--- src/rtl/speed_ctrl_if.sv ---
// Button inputs and speed/run outputs of the speed control stage.
interface speed_ctrl_if;
  logic        btn_faster;
  logic        btn_slower;
  logic        btn_pause;
  logic        btn_step;
  logic [31:0] freq;
  logic [2:0]  level;
  logic        run;
  logic        step_pulse;

  // Board side: drives raw buttons, consumes tick word and run/step controls.
  modport master (
    output btn_faster, btn_slower, btn_pause, btn_step,
    input  freq, level, run, step_pulse
  );

  // Speed control stage itself.
  modport slave (
    input  btn_faster, btn_slower, btn_pause, btn_step,
    output freq, level, run, step_pulse
  );
endinterface

--- src/rtl/speed_ctrl.sv ---
// Speed control front end: debounces four buttons, keeps a saturating speed
// level, derives the tick half-period word and runs the run/pause/step FSM.
module speed_ctrl #(
  parameter int unsigned BASE_FREQ       = 50_000_000,
  parameter int unsigned MAX_LEVEL       = 7,
  parameter int unsigned DEFAULT_LEVEL   = 0,
  parameter int unsigned DEBOUNCE_CYCLES = 1_000_000
) (
  input logic         clk,
  input logic         rst,
  speed_ctrl_if.slave bus
);

  localparam int unsigned NumBtn    = 4;
  localparam int unsigned BtnFaster = 0;
  localparam int unsigned BtnSlower = 1;
  localparam int unsigned BtnPause  = 2;
  localparam int unsigned BtnStep   = 3;
  // Counter only needs to reach DEBOUNCE_CYCLES-1; the next mismatch accepts.
  localparam int unsigned CntW      = (DEBOUNCE_CYCLES > 1) ? $clog2(DEBOUNCE_CYCLES) : 1;
  localparam logic [CntW-1:0] CntLast      = CntW'(DEBOUNCE_CYCLES - 1);
  localparam logic [2:0]      LevelMax     = 3'(MAX_LEVEL);
  localparam logic [2:0]      LevelDefault = 3'(DEFAULT_LEVEL);
  localparam logic [31:0]     FreqDefault  = 32'(BASE_FREQ >> DEFAULT_LEVEL);

  typedef enum logic [0:0] {StRun, StPause} state_e;

  logic [NumBtn-1:0] btn_raw;
  logic [NumBtn-1:0] sync1_q, sync2_q;
  logic [NumBtn-1:0] stable_q, stable_d, stable_dly_q;
  logic [NumBtn-1:0] press_q, press_d;
  logic [CntW-1:0]   cnt_q [NumBtn];
  logic [CntW-1:0]   cnt_d [NumBtn];

  logic [2:0]  level_q, level_d;
  logic [31:0] freq_q, freq_d;
  state_e      state_q, state_d;
  logic        run_q, run_d;
  logic        step_q, step_d;

  assign btn_raw = {bus.btn_step, bus.btn_pause, bus.btn_slower, bus.btn_faster};

  // Debounce: count consecutive mismatches, accept the synced value after enough of them.
  always_comb begin
    for (int i = 0; i < NumBtn; i++) begin
      stable_d[i] = stable_q[i];
      cnt_d[i]    = '0;
      if (sync2_q[i] != stable_q[i]) begin
        if (cnt_q[i] == CntLast) begin
          stable_d[i] = sync2_q[i];
        end else begin
          cnt_d[i] = cnt_q[i] + CntW'(1);
        end
      end
    end
    // Rising edge of the debounced level only; releases are silent.
    press_d = stable_q & ~stable_dly_q;
  end

  // Synchronizers, debounce state and press pulses.
  always_ff @(posedge clk) begin
    if (rst) begin
      sync1_q      <= '0;
      sync2_q      <= '0;
      stable_q     <= '0;
      stable_dly_q <= '0;
      press_q      <= '0;
      for (int i = 0; i < NumBtn; i++) cnt_q[i] <= '0;
    end else begin
      sync1_q      <= btn_raw;
      sync2_q      <= sync1_q;
      stable_q     <= stable_d;
      stable_dly_q <= stable_q;
      press_q      <= press_d;
      for (int i = 0; i < NumBtn; i++) cnt_q[i] <= cnt_d[i];
    end
  end

  // Saturating speed level; freq tracks the level one edge later.
  always_comb begin
    level_d = level_q;
    case ({press_q[BtnSlower], press_q[BtnFaster]})
      2'b01:   if (level_q != LevelMax) level_d = level_q + 3'd1;
      2'b10:   if (level_q != 3'd0)     level_d = level_q - 3'd1;
      default: level_d = level_q;
    endcase
    freq_d = 32'(BASE_FREQ) >> level_q;
  end

  // Speed level and tick word registers.
  always_ff @(posedge clk) begin
    if (rst) begin
      level_q <= LevelDefault;
      freq_q  <= FreqDefault;
    end else begin
      level_q <= level_d;
      freq_q  <= freq_d;
    end
  end

  // Run/pause next state; pause wins over step in the same cycle.
  always_comb begin
    state_d = state_q;
    step_d  = 1'b0;
    case (state_q)
      StRun: begin
        if (press_q[BtnPause]) state_d = StPause;
      end
      StPause: begin
        if (press_q[BtnPause]) begin
          state_d = StRun;
        end else if (press_q[BtnStep]) begin
          step_d = 1'b1;
        end
      end
      default: state_d = StRun;
    endcase
    run_d = (state_d == StRun);
  end

  // Run/pause FSM with registered outputs.
  always_ff @(posedge clk) begin
    if (rst) begin
      state_q <= StRun;
      run_q   <= 1'b1;
      step_q  <= 1'b0;
    end else begin
      state_q <= state_d;
      run_q   <= run_d;
      step_q  <= step_d;
    end
  end

  assign bus.freq       = freq_q;
  assign bus.level      = level_q;
  assign bus.run        = run_q;
  assign bus.step_pulse = step_q;

endmodule
--- src/flat_wrapper.sv ---
// flat-port wrapper written by rule: the top's interface ports become plain ports
module speed_ctrl_flat 
#(
  parameter int unsigned BASE_FREQ       = 50_000_000,
  parameter int unsigned MAX_LEVEL       = 7,
  parameter int unsigned DEFAULT_LEVEL   = 0,
  parameter int unsigned DEBOUNCE_CYCLES = 1_000_000
)
  (clk, rst, bus_btn_faster, bus_btn_slower, bus_btn_pause, bus_btn_step, bus_freq, bus_level, bus_run, bus_step_pulse);
  speed_ctrl_if bus_i ();
  input logic clk;
  input logic rst;
  input wire logic [$bits(bus_i.btn_faster)-1:0] bus_btn_faster;
  input wire logic [$bits(bus_i.btn_slower)-1:0] bus_btn_slower;
  input wire logic [$bits(bus_i.btn_pause)-1:0] bus_btn_pause;
  input wire logic [$bits(bus_i.btn_step)-1:0] bus_btn_step;
  output wire logic [$bits(bus_i.freq)-1:0] bus_freq;
  output wire logic [$bits(bus_i.level)-1:0] bus_level;
  output wire logic [$bits(bus_i.run)-1:0] bus_run;
  output wire logic [$bits(bus_i.step_pulse)-1:0] bus_step_pulse;
  assign bus_i.btn_faster = bus_btn_faster;
  assign bus_i.btn_slower = bus_btn_slower;
  assign bus_i.btn_pause = bus_btn_pause;
  assign bus_i.btn_step = bus_btn_step;
  assign bus_freq = bus_i.freq;
  assign bus_level = bus_i.level;
  assign bus_run = bus_i.run;
  assign bus_step_pulse = bus_i.step_pulse;
  speed_ctrl #(.BASE_FREQ(BASE_FREQ), .MAX_LEVEL(MAX_LEVEL), .DEFAULT_LEVEL(DEFAULT_LEVEL), .DEBOUNCE_CYCLES(DEBOUNCE_CYCLES)) u_core (.clk(clk), .rst(rst), .bus(bus_i));
endmodule
--- config.mk ---
export PLATFORM = sky130hd
export DESIGN_NAME = speed_ctrl_flat
export DESIGN_NICKNAME = d
export VERILOG_FILES = /design/src/rtl/speed_ctrl_if.sv /design/src/rtl/speed_ctrl.sv /design/src/flat_wrapper.sv
export SDC_FILE = /design/constraint.sdc
export NUM_CORES = 1
export LEC_CHECK = 0
export CORE_ASPECT_RATIO = 1.75
export CORE_UTILIZATION = 45
export CTS_CLUSTER_SIZE = 28
export DETAILED_ROUTE_END_ITERATION = 10
export PLACE_DENSITY = 0.65
export SLEW_MARGIN = 20
export SYNTH_ARGS = -nofsm -noshare
export SYNTH_HDL_FRONTEND = slang
export SYNTH_SLANG_ARGS = --single-unit
--- constraint.sdc ---
create_clock -name clk -period 2.1 [get_ports clk]
set_input_delay 0.63 -clock clk [delete_from_list [all_inputs] [get_ports clk]]
set_output_delay 0.63 -clock clk [all_outputs]
set_load 0.03 [all_outputs]
# Word-level counts from Yosys, hierarchy flattened
# Memory sizes are Yosys's and may differ from the RTL's.
# Index checks and enable logic that the tools add are counted.
# classes
eq_ne	13
reduce_logical	8
mux	22
shift	1
bitwise_logic	8
add_sub_neg	6
# ops
cell	count
20-bit 2-to-1 mux	12
20-bit by 1-bit adder with 20-bit output, second input constant	4
20-bit equality test, second input constant	4
26-bit by 3-bit >> shifter with 32-bit output, first input constant	1
2-bit AND reduction	4
1-bit 2-to-1 mux	6
3-bit 2-to-1 mux	2
3-bit case mux with 2 select lines	1
4-bit AND	1
1-bit inequality test	4
2-bit by 1-bit inequality test with 1-bit output, second input constant	2
4-bit NOT	1
1-bit bitwise OR	4
3-bit by 1-bit adder with 3-bit output, second input constant	1
3-bit inequality test, second input constant	1
3-bit AND reduction	1
3-bit nonzero test	1
3-bit OR reduction	1
3-bit by 1-bit subtractor with 3-bit output, second input constant	1
2-bit by 1-bit equality test with 1-bit output, second input constant	1
2-bit equality test, second input constant	1
1-bit NOT	2
1-bit case mux with 2 select lines	1
2-bit nonzero test	1
# word_totals
input_bits	6
mem_bits_rw	80
wordCells	72
n_memories	1
reg_bits	58
output_inout_bits	37
# mem_list
name	words	width	rd	rd_ports_with_merged_regs	wr	line	rtl
u_core.cnt_q	4	20	4	0	4	speed_ctrl.sv:32	logic [CntW-1:0] cnt_q [NumBtn];

# Depth between registers and ports, before layout
# Gate-level depths: netlist of the first run.
# depth
depth_word	4
mapped_depth	7
mapped_depth_nobuf	5

# Least setup slack after synthesis of the first run
# No wires, ideal clock.
# synth_timing
path_type	register to register
startpoint	memory u_core.cnt_q[3][12] (netlist bit)
endpoint	memory u_core.cnt_q[3][11] (netlist bit)
n_path_buf	1
required_ns	1.985
setup_time_ns	0.115
path_stages_with_launch	6
period_less_slack_ns	1.934
t_arrival_ns	1.819
path_slack_ns	0.166
cell_sequence	dfxtp_1 > or4b_1 > or4_4 > o21ai_4 > buf_6 > nor2_1
# synth_lines
item	line
start, declared	speed_ctrl.sv:32

# Final worst setup path of the first run
# layout_timing
startpoint	register u_core.level_q[2], in the netlist u_core.bus.level[2]
endpoint	output port bus_level[2]
# layout_lines
item	line	rtl
start, declared	speed_ctrl.sv:35	logic [2:0] level_q, level_d;
start signal, assigned	speed_ctrl.sv:93	level_q <= LevelDefault;
start signal, assigned	speed_ctrl.sv:96	level_q <= level_d;
end, declared	flat_wrapper.sv:18	output wire logic [$bits(bus_i.level)-1:0] bus_level;
# No word-level cell between the ends.

==> results of run 1 <==
[layer usage]
metal	vias up	GRT usage	wire length, um
met1	1960	0.177	4200
met2	53	0.349	5620
met5	-	0	0
met3	16	0.0448	287
li1	2115	-	-
met4	0	0.0845	200
[per-stage QoR]
step / hold WS, ns / instance area, sq um / power, mW / util / setup WS [ns]
global placement: 0.374 / 5960 / 2.66 / 0.518 / 0.116
finish: 0.390 / 6610 / 5.82 / 0.574 / 0.0702
global route: 0.398 / 6610 / 6.00 / 0.574 / 0.0195
floorplan: 0.367 / 5320 / 2.63 / - / 0.166
CTS: 0.393 / 6610 / 5.87 / 0.574 / 0.0367
detailed placement: 0.380 / 5960 / 2.66 / 0.518 / 0.105
[registers in the layout, indices dropped and copies added, names as in the netlist]
signal and cells:
u_core.press_q 4, u_core.sync1_q 4, u_core.bus.run 1, u_core.bus.freq 26, u_core.sync2_q 4, u_core.state_q 1
u_core.bus.level 3, u_core.cnt_q 80, u_core.stable_q 4, u_core.bus.step_pulse 1, u_core.stable_dly_q 4
[layout make-up]
class / instances / area [sq um]
Inverter: 25 / 93.8
Tap cell: 135 / 169
Multi-Input combinational cell: 406 / 2460
Clock buffer: 19 / 443
Fill cell: 1019 / 4900
Sequential cell: 132 / 2640
Timing Repair Buffer: 60 / 601
Clock inverter: 12 / 205
[logic make-up (layout without fill, tap and decap cells)]
kind of cell / after synthesis / in the layout / synth area share
and+or+nand+nor: 268 / 268 / 0.272
DFF: 132 / 132 / 0.499
AOI/OAI and AO/OA: 67 / 67 / 0.0746
xor gates and xnor gates: 60 / 60 / 0.0992
buffers and inverters: 49 / 116 / 0.0416
adders and majority gates: 5 / 5 / 0.0132
other: 1 / 6 / 0.000708
[cell usage in the layout (no fill, tap or decap), drive strengths merged, types with 17 or more instances in the layout]
master	count
a21oi	28
buf	24
clkbuf	19
clkdlybuf4s50	34
dfxtp	132
inv	25
nand2	32
nand3	25
nor2	77
nor2b	17
nor3	18
nor4	17
o21ai	21
or3	18
xnor2	40
xor2	20
[power breakdown]
group	total (mW)	internal, mW	switching (mW)
Combinational	0.0823	0.0341	0.0481
Sequential	2.52	2.51	0.00571
Clock	3.21	2.14	1.08
Total	5.82	4.68	1.13
[worst max-delay path by stage]
stage	cells after the start	endpoint	slack [ns]	start
after CTS	1	bus_freq[5]	0.04	u_core.bus.freq[5]$_SDFF_PP0_
final	1	bus_level[2]	0.07	u_core.bus.level[2]$_SDFFE_PP0P_
after global routing	1	bus_freq[19]	0.02	u_core.bus.freq[19]$_SDFF_PP1_
after detailed placement	6	u_core.cnt_q[0][18]$_SDFF_PP0_	0.11	rst
after floorplan	5	u_core.cnt_q[3][11]$_SDFF_PP0_	0.17	u_core.cnt_q[3][12]$_SDFF_PP0_
after global placement	5	u_core.cnt_q[1][19]$_SDFF_PP0_	0.12	rst
[timing repair]
action	4_1_cts	5_1_grt
endpoints found under the hold margin	0	0
setup buffers	0	0
gates resized for setup	2	1
hold buffers	0	0
endpoints found under the setup margin	2	1
==> impl_metrics.py, run 1 <==
metrics = {
    "outcome": {
        "status": "finished with violations",
        "violations": "design-rule violations",
    },
    "grt": {
        "grt_overflow_total": 0,
        "antenna_found_initial": 0,
        "grt_pass1_wl_um": 17800,
        "grtUsageTotal": 0.181,
        "grt_pass1_vias": 4130,
        "grt_start_max_net_pins": 22,
    },
    "cells_and_area": {
        "fin_nets": 653,
        "final_cells": 789,
        "drive_above_1_share": 0.106,
        "area_growth_pct": 24.8,
        "antennaDiodeCount": 0,
    },
    "critical_path": {
        "required_ns": 1.47,
        "worst_setup_path_start_kind": "register",
        "critical_path_buf_inv_count": 1,
        "end_kind": "output pin",
        "critPathMaxStageDelay_ns": 0.67,
        "crit_slowest_cell": "clkdlybuf4s50_1",
        "reg2reg_slack_ns": 0.13,
        "worstRegToRegCells": 4,
        "timing.rr.end": "u_core.cnt_q[0][18]$_SDFF_PP0_",
        "rr_startpoint": "u_core.cnt_q[0][7]$_SDFF_PP0_",
        "cp_data_arrival_time_ns": 1.40,
        "path_cells": "clkdlybuf4s50_1",
        "cpLargestDelayFamily": "buffers and inverters",
        "cp_max_fo": 2,
        "worst-setup-path-type": "register to output pin",
    },
    "placed_design": {
        "port_buffers": 36,
        "dp_cells": 758,
        "gp_congestion": 0.766,
        "dp_hpwl_um": 7240,
    },
    "sta": {
        "period_needed_ns": 2.03,
        "fin_setup_tns_ns": 0,
        "clock_skew_ns": 0.00845,
        "post-route-period-util": 0.967,
        "relSlewSlack": 0.623,
        "hold_viol": 0,
        "finalSetupViolations": 0,
        "rsz0062_at_grt": "false",
        "tightest_slew_ns": 0.560,
        "fmax_mhz": 493,
        "drv_slew": 0,
    },
    "worst_hold_path": {
        "holdPathStages": 1,
        "holdCritStartpoint": "u_core.stable_dly_q[3]$_SDFF_PP0_",
        "hold_end": "u_core.press_q[3]$_SDFF_PP0_",
        "worstHoldPathType": "register to register",
    },
    "cts": {
        "clock_latency_ns": 0.41,
        "cts_made_buffers": 17,
        "htreeDepth": 4,
        "cts_tree": "built",
        "clockBufferDepth": 2,
        "cts-root-buf": "clkbuf_16",
        "clock_sinks": 132,
        "clk_pin_slew_ns": 0.05,
    },
    "synthesis": {
        "ys_ff_latch": 132,
        "synth.cell_area_sq_um": 5300,
        "avgSynthCellArea_sq_um": 9.10,
        "post-synth-top-count-cell": "dfxtp_1",
        "yosysTopAreaCell": "dfxtp_1",
        "synth_edf_count": 0,
        "yosys.area.top_type_share": 0.499,
        "ys.flop_type": "dfxtp_1",
        "synth_cell_type_count": 51,
        "ys_seq_area_frac": 0.499,
        "yosys-top-cells-area": "dfxtp_1 (50%), xnor2_1 (6.6%), nor2_1 (5.5%)",
        "async_reset_ff_frac": 0,
        "postSynthCellCount": 582,
        "yosysWarnings": 0,
        "synth_common_cells": "dfxtp_1 (132), nor2_1 (77), xnor2_1 (40)",
    },
    "detailed_routing": {
        "ant_nets": 0,
        "drt_first_pass_iters": 7,
        "route.detailed.drc": 9,
        "vias": 4144,
        "drtIter0Drc": 190,
        "wl_per_cell_um": 13.1,
        "via_per_inst": 5.25,
        "wirelength_um": 10300,
    },
    "flow_run": {
        "maxCapViolCount": 0,
    },
    "floorplan": {
        "start_util": 0.460,
        "ioPinCount": 43,
        "die_y_um": 146,
        "fp.dieW_um": 84.0,
        "placementRows": 52,
        "dieArea_sq_um": 12200,
        "core_sq_um": 11500,
    },
    "power": {
        "p_leak_nw": 2.18,
        "powerDensity_nw_per_um2": 879,
        "ir_drop_mv": 0.551,
    },
}
Power figures use the tool's default switching activity.
==> inputs of run 2 (changes only) <==
==> constraint.sdc (replaced) <==
create_clock -name clk -period 1.9 [get_ports clk]
set_input_delay 0.57 -clock clk [delete_from_list [all_inputs] [get_ports clk]]
set_output_delay 0.57 -clock clk [all_outputs]
set_load 0.03 [all_outputs]
==> run 2 against run 1 <==
Compared with the run above: the run ends with design-rule violations, negative setup slack left; sequential share of layout area fell by 0.70 points; critical path type is now register to register; die area did not move; sequential power rose by 11%; hold slack got worse by 0.012 ns; combinational power rose by 5.6%; largest cell class unchanged; routed wire length fell by 1.0%.
==> impl_metrics.py, run 2 (synthesis gave the netlist of run 1 again) <==
metrics = {
    "power": {
        "power.total_mw": 6.19,
        "ir_drop_mv": 0.749,
        "powerDensity_nw_per_um2": 917,
        "p_leak_nw": 2.35,
    },
    "cells_and_area": {
        "fin_nets": 681,
        "largest-register": "u_core.cnt_q",
        "fillCellCount": 1023,
        "drive_above_1_share": 0.165,
        "finalInstanceArea_sq_um": 6750,
        "final_cell_mix": "dfxtp_1 (126), nor2_1 (77), buf_4 (51)",
        "largest_reg_flops": 80,
        "final_core_util": 0.586,
        "final_common_cell": "dfxtp_1",
        "area_growth_pct": 27.4,
        "antennaDiodeCount": 0,
    },
    "grt": {
        "grt_pass1_wl_um": 17800,
        "grt_start_max_net_pins": 21,
        "grt_overflow_total": 0,
        "antenna_found_initial": 0,
        "grt_pass1_vias": 4283,
        "grtUsageTotal": 0.178,
    },
    "sta": {
        "tightest_slew_ns": 0.504,
        "hold_viol": 0,
        "finalSetupViolations": 7,
        "clock_skew_ns": 0.00623,
        "fmax_mhz": 514,
        "rsz0062_at_grt": "true",
        "relSlewSlack": 0.661,
        "post-route-period-util": 1.02,
        "period_needed_ns": 1.94,
        "drv_slew": 0,
        "setup_slack_ns": -0.0438,
    },
    "critical_path": {
        "worst_setup_path_start_kind": "register",
        "worst-setup-path-type": "register to register",
        "end_kind": "register",
        "required_ns": 2.24,
        "path_cells": "or4_1 > or4_4 > or3_4 > a21oi_2",
        "critPathMaxStageDelay_ns": 0.57,
        "cp_data_arrival_time_ns": 2.29,
        "cp_max_fo": 3,
        "crit_slowest_cell": "or4_4",
        "cpLargestDelayFamily": "simple AND/OR/NAND/NOR gates",
        "critical_path_buf_inv_count": 0,
    },
    "detailed_routing": {
        "vias": 4253,
        "drt_first_pass_iters": 7,
        "wl_per_cell_um": 12.5,
        "ant_nets": 0,
        "wirelength_um": 10200,
        "via_per_inst": 5.20,
        "route.detailed.drc": 7,
        "drtIter0Drc": 183,
    },
    "floorplan": {
        "placementRows": 52,
        "ioPinCount": 43,
        "dieArea_sq_um": 12200,
        "core_sq_um": 11500,
        "start_util": 0.460,
        "die_y_um": 146,
        "fp.dieW_um": 84.0,
    },
    "cts": {
        "clk_pin_slew_ns": 0.05,
        "clock_latency_ns": 0.41,
        "htreeDepth": 4,
        "cts_made_buffers": 17,
        "post_cts_buffers": 0,
        "holdBufCountCts": 0,
        "clockBufferDepth": 2,
        "cts_tree": "built",
        "clock_sinks": 132,
        "cts-root-buf": "clkbuf_16",
    },
    "outcome": {
        "violations": "design-rule violations, negative setup slack",
        "status": "finished with violations",
    },
    "placed_design": {
        "place_ws_ns": -0.0468,
        "port_buffers": 36,
        "placed_area_sq_um": 6140,
        "gp_congestion": 0.796,
        "dp_hpwl_um": 7270,
    },
    "flow_run": {
        "maxCapViolCount": 0,
    },
    "worst_hold_path": {
        "worstHoldPathType": "register to register",
    },
}
-- run 2: stage by stage --
step	std cells	setup TNS, ns	hold WS [ns]
6_report	818	-0.0842	0.377
2_1_floorplan	587	-0.199	0.367
3_5_place_dp	786	-0.377	0.375
4_1_cts	818	-0.178	0.379
3_3_place_gp	786	-0.0659	0.373
5_1_grt	818	-0.903	0.399
-- run 2: routing by layer --
layer | GRT usage | part of all wire | up-vias
li1 | - | - | 2178
met1 | 0.181 | 0.41 | 1984
met2 | 0.333 | 0.54 | 71
met3 | 0.0397 | 0.026 | 20
met4 | 0.0931 | 0.021 | 0
met5 | 0 | 0 | -
-- run 2: cell type report --
type                    instances  area (sq um)  area share
clock buffers                  19           453      0.0671
repair buffers                 88           747       0.111
well taps                     135           169      0.0250
inverters                      25          93.8      0.0139
clock inverters                13           156      0.0232
flip-flops and latches        132          2650       0.393
multi-input cells             406          2480       0.368
-- run 2: worst paths after layout --
path         slack (ns)  cells past startpoint                               to                         startpoint
max               -0.04                      4  u_core.stable_q[3]$_SDFFE_PP0P_      u_core.cnt_q[3][7]$_SDFF_PP0_
min                0.38                      1     u_core.press_q[0]$_SDFF_PP0_  u_core.stable_dly_q[0]$_SDFF_PP0_
min reg2reg        0.38                      1     u_core.press_q[0]$_SDFF_PP0_  u_core.stable_dly_q[0]$_SDFF_PP0_
max reg2reg       -0.04                      4  u_core.stable_q[3]$_SDFFE_PP0P_      u_core.cnt_q[3][7]$_SDFF_PP0_
-- run 2: worst register-to-register path, stage by stage (launching register included) --
cell and delay, ns:
dfxtp_1 0.32, or4_1 0.52, or4_4 0.57, or3_4 0.34, a21oi_2 0.13
-- run 2: repair_timing --
action,4_1_cts,5_1_grt
resized for setup,30,11
pin swaps,1,1
hold endpoints to repair,0,0
setup endpoints to repair,49,24
-- run 2: report_power, final --
part           total (mW)  internal (mW)  switching (mW)  leakage, nW
sequential           2.79           2.78         0.00566         1.07
combinational      0.0869         0.0345          0.0524        0.987
clock                3.32           2.13            1.20        0.299
